File: config.mk
export PLATFORM = sky130hd
export DESIGN_NAME = vpm_msg_monitor
export DESIGN_NICKNAME = d
export VERILOG_FILES = /design/src/rtl/vpm_msg_pkg.sv /design/src/rtl/vpm_sat_popcnt.sv /design/src/rtl/vpm_msg_monitor.sv
export SDC_FILE = /design/constraint.sdc
export NUM_CORES = 1
export LEC_CHECK = 0
export CORE_MARGIN = 5
export CORE_UTILIZATION = 57
export DETAILED_ROUTE_END_ITERATION = 8
export PLACE_DENSITY = 0.95
export SLEW_MARGIN = 20
export SYNTH_ARGS = -nofsm -noshare
export SYNTH_HDL_FRONTEND = slang
export SYNTH_HIERARCHICAL = 1
export SYNTH_SLANG_ARGS = --single-unit
File: constraint.sdc
create_clock -name clk -period 6.3 [get_ports clk]
set_input_delay 1.26 -clock clk [delete_from_list [all_inputs] [get_ports clk]]
set_output_delay 1.26 -clock clk [all_outputs]
set_load 0.01 [all_outputs]
File: src/rtl/vpm_msg_pkg.sv
// Shared types and helpers for the vpm message monitor.
package vpm_msg_pkg;

    typedef enum logic [1:0] {
        ARMING   = 2'd0,
        RUN      = 2'd1,
        STOPPING = 2'd2,
        HALTED   = 2'd3
    } state_t;

    // Width of the intermediate used by the saturating adder; totals must be narrower.
    localparam int unsigned SAT_W = 64;

    // Width of a channel index; a single channel still needs one bit.
    function automatic int unsigned chan_w(input int unsigned nchan);
        return (nchan <= 1) ? 1 : $clog2(nchan);
    endfunction

    // Add incr to total, clamping at the all-ones value of a width-bit counter.
    function automatic logic [SAT_W-1:0] sat_add(
        input logic [SAT_W-1:0] total,
        input logic [SAT_W-1:0] incr,
        input int unsigned      width
    );
        logic [SAT_W-1:0] max_val;
        logic [SAT_W-1:0] sum;
        max_val = (SAT_W'(1) << width) - SAT_W'(1);
        sum     = total + incr;
        return (sum > max_val) ? max_val : sum;
    endfunction

endpackage

File: src/rtl/vpm_sat_popcnt.sv
// Counts the set bits of a pulse vector and adds them to a saturating total.
module vpm_sat_popcnt
    import vpm_msg_pkg::*;
#(
    parameter int unsigned NCHAN = 4,
    parameter int unsigned CNT_W = 16
) (
    input  logic [NCHAN-1:0] pulse,
    input  logic [CNT_W-1:0] total,
    output logic [CNT_W-1:0] sum_c
);

    localparam int unsigned PC_W = $clog2(NCHAN + 1);

    logic [PC_W-1:0] pop;

    // Population count of the pulse vector.
    always_comb begin
        pop = '0;
        for (int i = 0; i < int'(NCHAN); i++) begin
            pop = pop + PC_W'(pulse[i]);
        end
    end

    // Saturating accumulation onto the current total.
    always_comb begin
        sum_c = CNT_W'(sat_add(SAT_W'(total), SAT_W'(pop), CNT_W));
    end

endmodule

File: src/rtl/vpm_msg_monitor.sv
// Error/warning aggregator: arming window, saturating totals, limit-driven stop handshake.
module vpm_msg_monitor
    import vpm_msg_pkg::*;
#(
    parameter int unsigned NCHAN        = 4,
    parameter int unsigned CNT_W        = 16,
    parameter int unsigned ERR_LIMIT    = 1,
    parameter int unsigned WARN_LIMIT   = 0,
    parameter int unsigned EXIT_ON_WARN = 0,
    parameter int unsigned ARM_DELAY    = 8
) (
    input  logic                      clk,
    input  logic                      reset,
    input  logic [NCHAN-1:0]          err_pulse,
    input  logic [NCHAN-1:0]          warn_pulse,
    input  logic                      clear,
    input  logic                      stop_ack,
    output logic [CNT_W-1:0]          errors,
    output logic [CNT_W-1:0]          warnings,
    output logic                      message_on,
    output logic                      stop_req,
    output logic                      warn_notice,
    output logic [chan_w(NCHAN)-1:0]  first_chan,
    output logic                      first_is_err,
    output logic                      first_valid
);

    localparam int unsigned FC_W  = chan_w(NCHAN);
    localparam int unsigned ARM_W = (ARM_DELAY < 2) ? 1 : $clog2(ARM_DELAY + 1);

    state_t           state;
    state_t           state_next;
    logic [ARM_W-1:0] arm_cnt;
    logic [ARM_W-1:0] arm_next;
    logic [CNT_W-1:0] err_sum_c;
    logic [CNT_W-1:0] warn_sum_c;
    logic             stop_hit_c;
    logic             warn_hit_c;
    logic             count_en_c;
    logic             clr_en_c;
    logic [NCHAN-1:0] sel_c;
    logic [FC_W-1:0]  low_chan_c;
    logic             message_on_next;
    logic             stop_req_next;

    vpm_sat_popcnt #(.NCHAN(NCHAN), .CNT_W(CNT_W)) u_err_cnt (
        .pulse (err_pulse),
        .total (errors),
        .sum_c (err_sum_c)
    );

    vpm_sat_popcnt #(.NCHAN(NCHAN), .CNT_W(CNT_W)) u_warn_cnt (
        .pulse (warn_pulse),
        .total (warnings),
        .sum_c (warn_sum_c)
    );

    // Limit checks on the would-be totals of this cycle.
    always_comb begin
        stop_hit_c = ((ERR_LIMIT != 0) && (SAT_W'(err_sum_c) >= SAT_W'(ERR_LIMIT))) ||
                     ((EXIT_ON_WARN != 0) && (WARN_LIMIT != 0) &&
                      (SAT_W'(warn_sum_c) >= SAT_W'(WARN_LIMIT)));
        warn_hit_c = (EXIT_ON_WARN == 0) && (WARN_LIMIT != 0) &&
                     (SAT_W'(warn_sum_c) >= SAT_W'(WARN_LIMIT));
        count_en_c = (state == RUN) && !clear;
        clr_en_c   = clear && (state != ARMING);
    end

    // Lowest active channel, errors taking priority over warnings.
    always_comb begin
        sel_c      = (|err_pulse) ? err_pulse : warn_pulse;
        low_chan_c = '0;
        for (int i = int'(NCHAN) - 1; i >= 0; i--) begin
            if (sel_c[i]) begin
                low_chan_c = FC_W'(i);
            end
        end
    end

    // State and arming counter register.
    always_ff @(posedge clk or posedge reset) begin
        if (reset) begin
            state   <= ARMING;
            arm_cnt <= ARM_W'(ARM_DELAY);
        end else begin
            state   <= state_next;
            arm_cnt <= arm_next;
        end
    end

    // Next-state logic; the arming window ends on the edge the counter lands on zero.
    always_comb begin
        state_next = state;
        arm_next   = arm_cnt;
        case (state)
            ARMING: begin
                arm_next = (arm_cnt == '0) ? '0 : arm_cnt - ARM_W'(1);
                if (arm_cnt <= ARM_W'(1)) begin
                    state_next = RUN;
                end
            end
            RUN: begin
                if (clear) begin
                    state_next = RUN;
                end else if (stop_hit_c) begin
                    state_next = STOPPING;
                end
            end
            STOPPING: begin
                if (clear) begin
                    state_next = RUN;
                end else if (stop_ack) begin
                    state_next = HALTED;
                end
            end
            HALTED: begin
                if (clear) begin
                    state_next = RUN;
                end
            end
            default: state_next = ARMING;
        endcase
    end

    // Output decode from the next state so the flags line up with the state register.
    always_comb begin
        message_on_next = (state_next == RUN);
        stop_req_next   = (state_next == STOPPING);
    end

    // Registered status outputs.
    always_ff @(posedge clk or posedge reset) begin
        if (reset) begin
            message_on <= 1'b0;
            stop_req   <= 1'b0;
        end else begin
            message_on <= message_on_next;
            stop_req   <= stop_req_next;
        end
    end

    // Totals and sticky warning notice.
    always_ff @(posedge clk or posedge reset) begin
        if (reset) begin
            errors      <= '0;
            warnings    <= '0;
            warn_notice <= 1'b0;
        end else if (clr_en_c) begin
            errors      <= '0;
            warnings    <= '0;
            warn_notice <= 1'b0;
        end else if (count_en_c) begin
            errors   <= err_sum_c;
            warnings <= warn_sum_c;
            if (warn_hit_c) begin
                warn_notice <= 1'b1;
            end
        end
    end

    // First counted event capture, held until reset or clear.
    always_ff @(posedge clk or posedge reset) begin
        if (reset) begin
            first_valid  <= 1'b0;
            first_is_err <= 1'b0;
            first_chan   <= '0;
        end else if (clr_en_c) begin
            first_valid  <= 1'b0;
            first_is_err <= 1'b0;
            first_chan   <= '0;
        end else if (count_en_c && !first_valid && ((|err_pulse) || (|warn_pulse))) begin
            first_valid  <= 1'b1;
            first_is_err <= |err_pulse;
            first_chan   <= low_chan_c;
        end
    end

endmodule

# == Word-level counts from Yosys, hierarchy flattened ==
# Index checks and enable logic that the tools add are counted.
# W data, S select, Z words.
# classes
addsub,9
order_cmp,4
eq_ne,5
muxes,25
n_reduce_logical,14
# op_table
op,n
$mux W16,6
$add A16 B3 Y17,2
$gt A17 B16 Y1 const B,2
$mux W2,12
$ge A16 B1 Y1 const B,1
$add A3 B1 Y3,4
$mux W4,2
$pmux W2 S4,1
$reduce_or A4 Y1,2
$eq A2 B2 Y1 const B,3
$reduce_bool A2 Y1,3
$add A1 B1 Y2,2
$eq A2 B1 Y1 const B,2
$le A4 B1 Y1 const B,1
$logic_and A1 B1 Y1,4
$logic_not A4 Y1,1
$mux W1,4
$sub A4 B1 Y4 const B,1
$logic_not A1 Y1,2
$logic_not A2 Y1,1
$logic_or A1 B1 Y1,1
# totals
reg_bits,44
inputBits,12

# == Logic depth before layout (Yosys ltp) ==
# Gate-level depths: netlist of run 1.
# logic_depth
word_depth,11
ltp_mapped,13
ltp_nobuf,13

# == Cells and area by module ==
# Netlist of run 1, hierarchy kept.
# by_module_without_submodules
mod,instances,cells_per_inst,area_per_inst_um2,seq_area_each_um2
vpm_msg_monitor,1,140,1749.2,1102.3
vpm_sat_popcnt (u_err_cnt),1,70,498.0,0.0
vpm_sat_popcnt (u_warn_cnt),1,66,486.7,0.0

# == Worst setup path after synthesis of run 1 ==
# No wires, ideal clock.
# synth_path
path_type,in2reg
from,in err_pulse[0]
to,reg state[0]
setup_ns,0.094
t_arrival_ns,4.005
required_time_ns,6.206
slack_ns,2.201
stages,13
n_path_buf,0
path_cell_list,fa_1 -> inv_1 -> fa_1 -> inv_1 -> fa_1 -> nand4_4 -> nor2_1 -> nand2_1 -> mux2_4 -> nor4_1 -> a41o_1 -> nor2_1 -> a211oi_1
# synth_between
elab_chain_cells,10
# synth_lines
element,line,rtl
start: declaration,vpm_msg_monitor.sv:14,"input logic [NCHAN-1:0] err_pulse,"
$add A1 B1 Y2 *,vpm_sat_popcnt.sv:21,pop = pop + PC_W'(pulse[i]);
$add A3 B1 Y3 * (2 in a row),vpm_sat_popcnt.sv:21,
$add A16 B3 Y17 *,vpm_msg_pkg.sv:28,sum = total + incr;
$gt A17 B16 Y1,vpm_msg_pkg.sv:29,return (sum > max_val) ? max_val : sum;
$mux W16 *,vpm_msg_pkg.sv:29,
named net err_sum_c[14],vpm_msg_monitor.sv:35,logic [CNT_W-1:0] err_sum_c;
$ge A16 B1 Y1 *,vpm_msg_monitor.sv:60,stop_hit_c = ((ERR_LIMIT != 0) && (SAT_W'(err_sum_c) >= SAT_W'(ERR_LIMIT))) ||
$mux W2 *,vpm_msg_monitor.sv:105,end else if (stop_hit_c) begin
$mux W2 *,vpm_msg_monitor.sv:103,if (clear) begin
$pmux W2 S4 *,vpm_msg_monitor.sv:95,case (state)
named net state_next[0],vpm_msg_monitor.sv:32,state_t state_next;
end signal: assignment,vpm_msg_monitor.sv:86,state <= state_next;
end: declaration,vpm_msg_monitor.sv:31,state_t state;
# Mark *: on every way through the listed nets, which the timed path passes. The rest lies on a longest branch.
# A chain may end at the register's enable or synchronous reset.

# == Worst setup path in the final report of run 1 ==
# Ends and elaborated chain as after synthesis.

==> results by group, run 1 <==
Clocking
  – Clock tree from TritonCTS: done
  – Total CTS buffers: 5
  – Total setup buffers inserted after CTS: 0
  – Reg clk slew, reported paths: 0.08 ns
  – CTS Buffer Depth: 2
  – PostCTS Resize Cnt: 0
  – # clock sinks: 44
  – Clk root buf: clkbuf_8
  – H-tree depth: 2
  – Hold buffers post-CTS: 0
  – Clk_lat worst skew: 0.30 ns

GRT
  – Wire length of the first global-routing pass: 11500 um
  – Gr usage total: 23.2%
  – Antenna violations before repair: 0
  – Largest net degree at the start of global routing: 45
  – Number of global-route vias before repair: 2313
  – Grt ovf: 0

Synthesis
  – Ys async rst share: 100%
  – Area share of and/or/nand/nor cells after synthesis: 21.1%
  – Syn_nets: 296
  – Syn. warnings: 6
  – Gate Count Post-Synth: 276
  – Dominant synthesized flop cell: dfrtp_1
  – Post-synthesis register bit count: 44
  – Largest family of logic cells by synthesized area: compound AO/OA/AOI/OAI gates
  – Post-synthesis mux area share: 3.20%
  – Adder-cell share of the synthesized area: 5.31%
  – Synth Area per Inst: 9.91 um^2
  – Mapped Area: 2730 um^2
  – Netlist cell types: 56
  – Compound-gate portion of the synthesized area: 22.3%
  – Post-synthesis sequential area ratio: 40.3%
  – Post-synth EDFFs: 0
  – XOR/XNOR Fraction of Synth Area: 3.20%

Setup path
  – Crit end category: register
  – CP Class: in -> reg
  – Critical path capture point: state[0]
  – R2R Setup Slk: 3.28 ns
  – Reg2Reg Depth: 12
  – R2R Path Start: errors[0]
  – Worst-path fanout max: 6
  – Worst setup SP type: input port
  – Worst R2R End: state[0]
  – Arrival time at the worst endpoint: 4.88 ns
  – Data required, critical path: 6.52 ns
  – Critical Path Start: err_pulse[0]

Flow run
  – Max-cap violations: 0

STA
  – Max transition margin: 63.4%
  – Final setup TNS: 0 ns
  – Min Tclk post-route: 4.66 ns
  – # setup viols final: 0
  – RSZ-0062 raised after global routing: no
  – Slew @ Worst Pin: 0.550 ns
  – Clk_skew: 0.00778 ns
  – Slew Viols, Final: 0
  – Final Hold Fails: 0
  – Final critical-path share of the clock period: 74.0%
  – FMAX: 214 MHz

Drt
  – Iter 0 DRT Violations: 222
  – Post-DRT Antenna Nets: 0
  – 1st-pass router iterations: 4
  – # DRC: 0
  – DR WL/cell: 17.6 um
  – Vias: 2378
  – Routed WL: 6620 um
  – DR vias/cell: 6.31

Floorplanning
  – IO Count: 51
  – Core area: 4690 um^2
  – DIE WIDTH: 79.3 um
  – Die area: 6280 um^2
  – Starting Density: 58.3%
  – Row count: 25
  – Die height: 79.3 um

Worst hold path
  – Hold Startpoint: arm_cnt[3]
  – Worst min path class: reg -> reg

Place
  – Gpl congestion: 0.923
  – DP Cell Count: 370
  – Port Buffer Count: 49
  – Post-DP HPWL: 4740 um

Power and ir drop
  – Worst VDD drop: 0.142 mV
  – P_leak: 1.51 nW
  – Cell Pwr Density: 260 nW/um^2

Run status
  – Status: finished, final reports clean

Final layout
  – Area Growth Syn to Fin: 21.5%
  – Finished Layout Cells: 377
  – N_diodes: 0
  – Final Net Count: 343
  – Layout cell share with drive strength beyond 1: 9.29%
synth_stat cells (2+ instances only):
cell type | instances | area share [%]
a211oi_1 | 2 | 0.55
a21oi_1 | 14 | 2.6
a22o_1 | 32 | 10
a31oi_1 | 5 | 1.1
a32o_1 | 2 | 0.73
and3_1 | 5 | 1.1
and4_1 | 3 | 0.96
buf_2 | 8 | 1.5
buf_4 | 2 | 0.55
dfrtp_1 | 43 | 39
fa_1 | 6 | 4.4
ha_1 | 2 | 0.92
inv_1 | 14 | 1.9
mux2_2 | 3 | 1.2
mux2_4 | 2 | 1.1
nand2_1 | 27 | 3.7
nand2b_1 | 6 | 1.4
nand3_1 | 8 | 1.5
nand4_1 | 4 | 0.92
nand4_2 | 2 | 0.92
nor2_1 | 15 | 2.1
nor2b_1 | 2 | 0.46
nor3_1 | 7 | 1.3
nor4_1 | 6 | 1.4
o2111ai_1 | 2 | 0.64
o21ai_0 | 13 | 2.4
o21ai_1 | 2 | 0.37
o32ai_1 | 2 | 0.64
or3_1 | 2 | 0.46
xnor2_1 | 4 | 1.3
xor2_1 | 6 | 1.9
power breakdown:
part / internal (mW) / total, mW / leakage [nW] / switching (mW)
Combinational: 0.144 / 0.318 / 0.876 / 0.173
Sequential: 0.318 / 0.376 / 0.597 / 0.0578
Clock: 0.0755 / 0.171 / 0.0410 / 0.0954
Total: 0.538 / 0.865 / 1.51 / 0.327
worst min-delay path by stage:
stage	endpoint	slack, ns	depth (start not counted)
final	arm_cnt[2]	0.51	2
after global routing	arm_cnt[2]	0.52	2
after CTS	arm_cnt[2]	0.50	2
after detailed placement	arm_cnt[3]	0.50	1
after global placement	arm_cnt[1]	0.49	2
after floorplan	arm_cnt[1]	0.46	2
cells by family after synthesis:
family / after synthesis
adder cells (fa/ha/maj): 8
AND/OR/NAND/NOR: 98
XOR/XNOR: 10
buffers and inverters: 26
flip-flops: 44
other: 1
multiplexers: 7
AO/OA/AOI/OAI: 82
through the flow:
| stage | instance area, um^2 | worst slack (ns) | utilization, % | total power [mW] | hold WS (ns) |
|---|---|---|---|---|---|
| after floorplan | 2730 | 2.20 | - | 0.572 | 0.463 |
| after global placement | 3240 | 1.47 | 69.1 | 0.684 | 0.488 |
| after detailed placement | 3240 | 1.34 | 69.1 | 0.697 | 0.496 |
| after CTS | 3320 | 1.68 | 70.8 | 0.869 | 0.504 |
| after global routing | 3320 | 1.40 | 70.8 | 0.921 | 0.521 |
| final | 3320 | 1.64 | 70.8 | 0.865 | 0.506 |
area by class of cell:
cell class / count / area (um^2)
multi-input combinational: 206 / 1510
fill: 347 / 1370
sequential: 44 / 1100
timing repair buffer: 52 / 513
clock buffer: 6 / 72.6
tap: 54 / 67.6
inverter: 14 / 52.6
clock inverter: 1 / 5.00
flip-flops by register name (all words and copies together), names as in the netlist:
| name | cells |
|---|---|
| errors | 16 |
| stop_req | 1 |
| state | 2 |
| warnings | 16 |
| first_is_err | 1 |
| first_chan | 2 |
| first_valid | 1 |
| message_on | 1 |
| arm_cnt | 4 |
metal layers:
| layer | share of wire, % | up-vias | GRT usage (%) | routed length (um) |
|---|---|---|---|---|
| met4 | 1.6 | 0 | 8.76 | 108 |
| li1 | - | 1117 | - | - |
| met1 | 43 | 1162 | 30.6 | 2830 |
| met5 | 0 | - | 0 | 0 |
| met2 | 50 | 89 | 37.7 | 3320 |
| met3 | 5.5 | 10 | 4.65 | 361 |
worst max-delay path, cell delays in order:
cell and delay, ns:
clkdlybuf4s50_1 0.53, fa_1 0.60, inv_1 0.05, fa_1 0.37, inv_1 0.08, fa_1 0.30, nand4_4 0.16, nor2_1 0.34
nand2_1 0.12, mux2_4 0.32, nor4_1 0.25, a41o_1 0.23, nor2_1 0.06, a211oi_1 0.22
placed cells by master (no fill, tap or decap), types with 7 or more instances in the layout:
cell             count
a21oi_1             14
nand3_1              8
nor3_1               7
o21ai_0             13
dfrtp_1             43
nor2_1              15
a22o_1              32
clkdlybuf4s50_1     49
nand2_1             27
inv_1               13
Note: power is estimated with default switching activity, not from simulation.
==> inputs of run 2 (changes only) <==
- CORE_UTILIZATION: 57 -> 47
- PLACE_DENSITY: 0.95 -> 0.86
- clock period: 6.3 -> 3.8 ns (I/O delays scaled with it)
==> run 2 against run 1 <==
Clock skew shrank 0.0030 ns. Largest power group unchanged. Routed wire length increased by 11%. Combinational power increased by 88%. Hold slack improved by 0.0016 ns.
==> results by group, run 2 (synthesized netlist as in run 1, its figures left out) <==
Run status
  – Status: finished, final reports clean

STA
  – Final critical-path share of the clock period: 95.3%
  – Final Hold Fails: 0 (unchanged)
  – Clk_skew: 0.00483 ns (-0.00296 ns)
  – FMAX: 276 MHz
  – # setup viols final: 0 (unchanged)
  – Slew @ Worst Pin: 0.775 ns (+0.225 ns)
  – Slew Viols, Final: 0 (unchanged)
  – Min Tclk post-route: 3.62 ns
  – Worst hold slack: 0.507 ns (+0.00161 ns)
  – RSZ-0062 raised after global routing: no
  – Max transition margin: 48.3% (-15 points)

Floorplanning
  – Die height: 86.3 um (+8.8%)
  – Core area: 5570 um^2 (+19%)
  – Die area: 7440 um^2 (+18%)
  – Row count: 27 (+8.0%)
  – Starting Density: 49.0% (-9.2 points)
  – IO Count: 51 (unchanged)
  – DIE WIDTH: 86.3 um (+8.8%)

Drt
  – Vias: 2556 (+7.5%)
  – DR vias/cell: 5.97 (-5.3%)
  – Routed WL: 7320 um (+11%)
  – Post-DRT Antenna Nets: 0 (unchanged)
  – DR WL/cell: 17.1 um (-2.6%)
  – # DRC: 0 (unchanged)
  – Iter 0 DRT Violations: 198 (-11%)
  – 1st-pass router iterations: 5 (+1)

GRT
  – Antenna violations before repair: 0 (unchanged)
  – Met3 usage: 3.52% (-1.1 points)
  – Gr usage total: 20.4% (-2.8 points)
  – Wire length of the first global-routing pass: 12300 um (+7.1%)
  – Grt met1 use: 25.2% (-5.4 points)
  – Grt ovf: 0 (unchanged)
  – Met2 global-route usage: 36.2% (-1.5 points)
  – Largest net degree at the start of global routing: 34 (-24%)
  – Number of global-route vias before repair: 2699 (+17%)
  – GRT busiest layer: met2

Setup path
  – Worst setup SP type: input port
  – Reg2Reg Depth: 13 (+1)
  – Critical path depth: 15 (+1)
  – Crit-path slowest cell: fa_1
  – Worst R2R End: state[0]
  – R2R Path Start: errors[0]
  – Crit-path cells: dlymetal6s2s_1 -> fa_1 -> inv_1 -> fa_2 -> inv_1 -> fa_2 -> nand4_4 -> nor4_4 -> o32ai_2 -> nor2_2 -> nor4_4 -> buf_4 -> a41o_1 -> nor2_2 -> a211oi_2
  – Worst-path fanout max: 5 (-1)
  – CP Class: in -> reg
  – Worst path top cell family by delay: adder cells
  – Arrival time at the worst endpoint: 3.78 ns (-1.10 ns)
  – CP bufs+invs: 4 (+1)
  – Data required, critical path: 3.96 ns (-2.56 ns)
  – CP peak stage delay: 0.56 ns (-0.04 ns)
  – R2R Setup Slk: 0.92 ns (-2.36 ns)
  – Crit end category: register

Final layout
  – Finished Layout Cells: 428 (+14%)
  – Fill count: 445 (+28%)
  – N_diodes: 0 (unchanged)
  – Post-layout util: 65.7% (-5.1 points)
  – Top Registers: errors: 16 flops, warnings: 16 flops, arm_cnt: 4 flops
  – Area Growth Syn to Fin: 33.9%
  – Commonest cells after routing, fill and taps aside: clkdlybuf4s50_1 (46), dfrtp_1 (43), buf_4 (35), a22o_1 (32), nand2_1 (27)
  – Final Net Count: 375 (+9.3%)
  – Most common cell after layout, fill and taps aside: clkdlybuf4s50_1
  – Layout cell share with drive strength beyond 1: 21.3% (+12 points)

Place
  – Gpl congestion: 0.956 (+3.5%)
  – Post-DP HPWL: 5160 um (+8.9%)
  – Port Buffer Count: 49 (unchanged)
  – DP Cell Count: 418 (+13%)

Worst hold path
  – Hold path depth: 2 (unchanged)
  – Hold EP: arm_cnt[2]
  – Hold Startpoint: arm_cnt[3]
  – Worst min path class: reg -> reg

Clocking
  – H-tree depth: 2 (unchanged)
  – CTS Buffer Depth: 2 (unchanged)
  – Hold buffers post-CTS: 0 (unchanged)
  – Reg clk slew, reported paths: 0.08 ns (about the same)
  – # clock sinks: 44 (unchanged)
  – Clk_lat worst skew: 0.30 ns (about the same)
  – Clk root buf: clkbuf_8
  – Total CTS buffers: 5 (unchanged)
  – Clock tree from TritonCTS: done

Power and ir drop
  – Cell Pwr Density: 418 nW/um^2 (+60%)
  – P_leak: 1.72 nW (+14%)
  – Worst VDD drop: 0.301 mV (+110%)

Flow run
  – Max-cap violations: 0 (unchanged)
## run 2: changes by cell type in the layout (fill, tap and decap cells not counted), moves of 2 or more
cell,previous run,this run
buf_4,3,35
clkdlybuf4s50_1,49,46
dlymetal6s2s_1,0,3
fa_1,6,4
fa_2,0,2
nor2_1,15,12
nor2_2,0,3
nor4_1,6,4
## run 2: worst max-delay path by stage
stage,from,to,slack (ns)
floorplan,err_pulse[0],state[0],0.20
global placement,err_pulse[0],state[0],-0.36
detailed placement,err_pulse[0],state[0],-0.47
CTS,err_pulse[0],stop_req,0.0003
global route,err_pulse[3],state[0],0.01
finish,err_pulse[3],state[0],0.18
## run 2: worst reg2reg max path: stages (launching register included)
cell and delay (ns):
dfrtp_1 0.39, inv_1 0.08, fa_2 0.37, inv_1 0.09, fa_2 0.24, nand4_4 0.11, nor4_4 0.38, o32ai_2 0.17
nor2_2 0.21, nor4_4 0.08, buf_4 0.14, a41o_1 0.24, nor2_2 0.17, a211oi_2 0.06
## run 2: final cells by class
cell class,instances,area [um^2],area share (%)
Sequential cell,44,1100,30.1
Clock buffer,6,82.6,2.26
Clock inverter,2,10.0,0.273
Tap cell,72,90.1,2.46
Timing Repair Buffer,84,761,20.8
Multi-Input combinational cell,206,1560,42.7
Inverter,14,52.6,1.44
## run 2: power by group
part | internal (mW) | switching, mW
Sequential | 0.528 | 0.0973
Clock | 0.145 | 0.160
Combinational | 0.286 | 0.313
## run 2: stage by stage
step / power [mW] / TNS (ns) / area (um^2) / setup slack [ns]
after floorplan: 0.949 / 0 / 2730 / 0.201
after global placement: 1.18 / -1.29 / 3490 / -0.363
after detailed placement: 1.21 / -1.64 / 3490 / -0.475
after CTS: 1.53 / 0 / 3610 / 0.000281
after global routing: 1.62 / 0 / 3660 / 0.0132
final: 1.53 / 0 / 3660 / 0.178
## run 2: repair_timing
| item | 4_1_cts | 5_1_grt |
|---|---|---|
| pin swaps | 6 | 10 |
| setup endpoints to repair | 4 | 4 |
| gates resized for setup | 6 | 11 |
| buffers inserted | 1 | 1 |
## run 2: routing by layer
layer / vias to the layer above / routed length [um]
met4: 0 / 123
met5: - / 0
met3: 13 / 408
met1: 1258 / 3190
li1: 1185 / -
met2: 100 / 3600
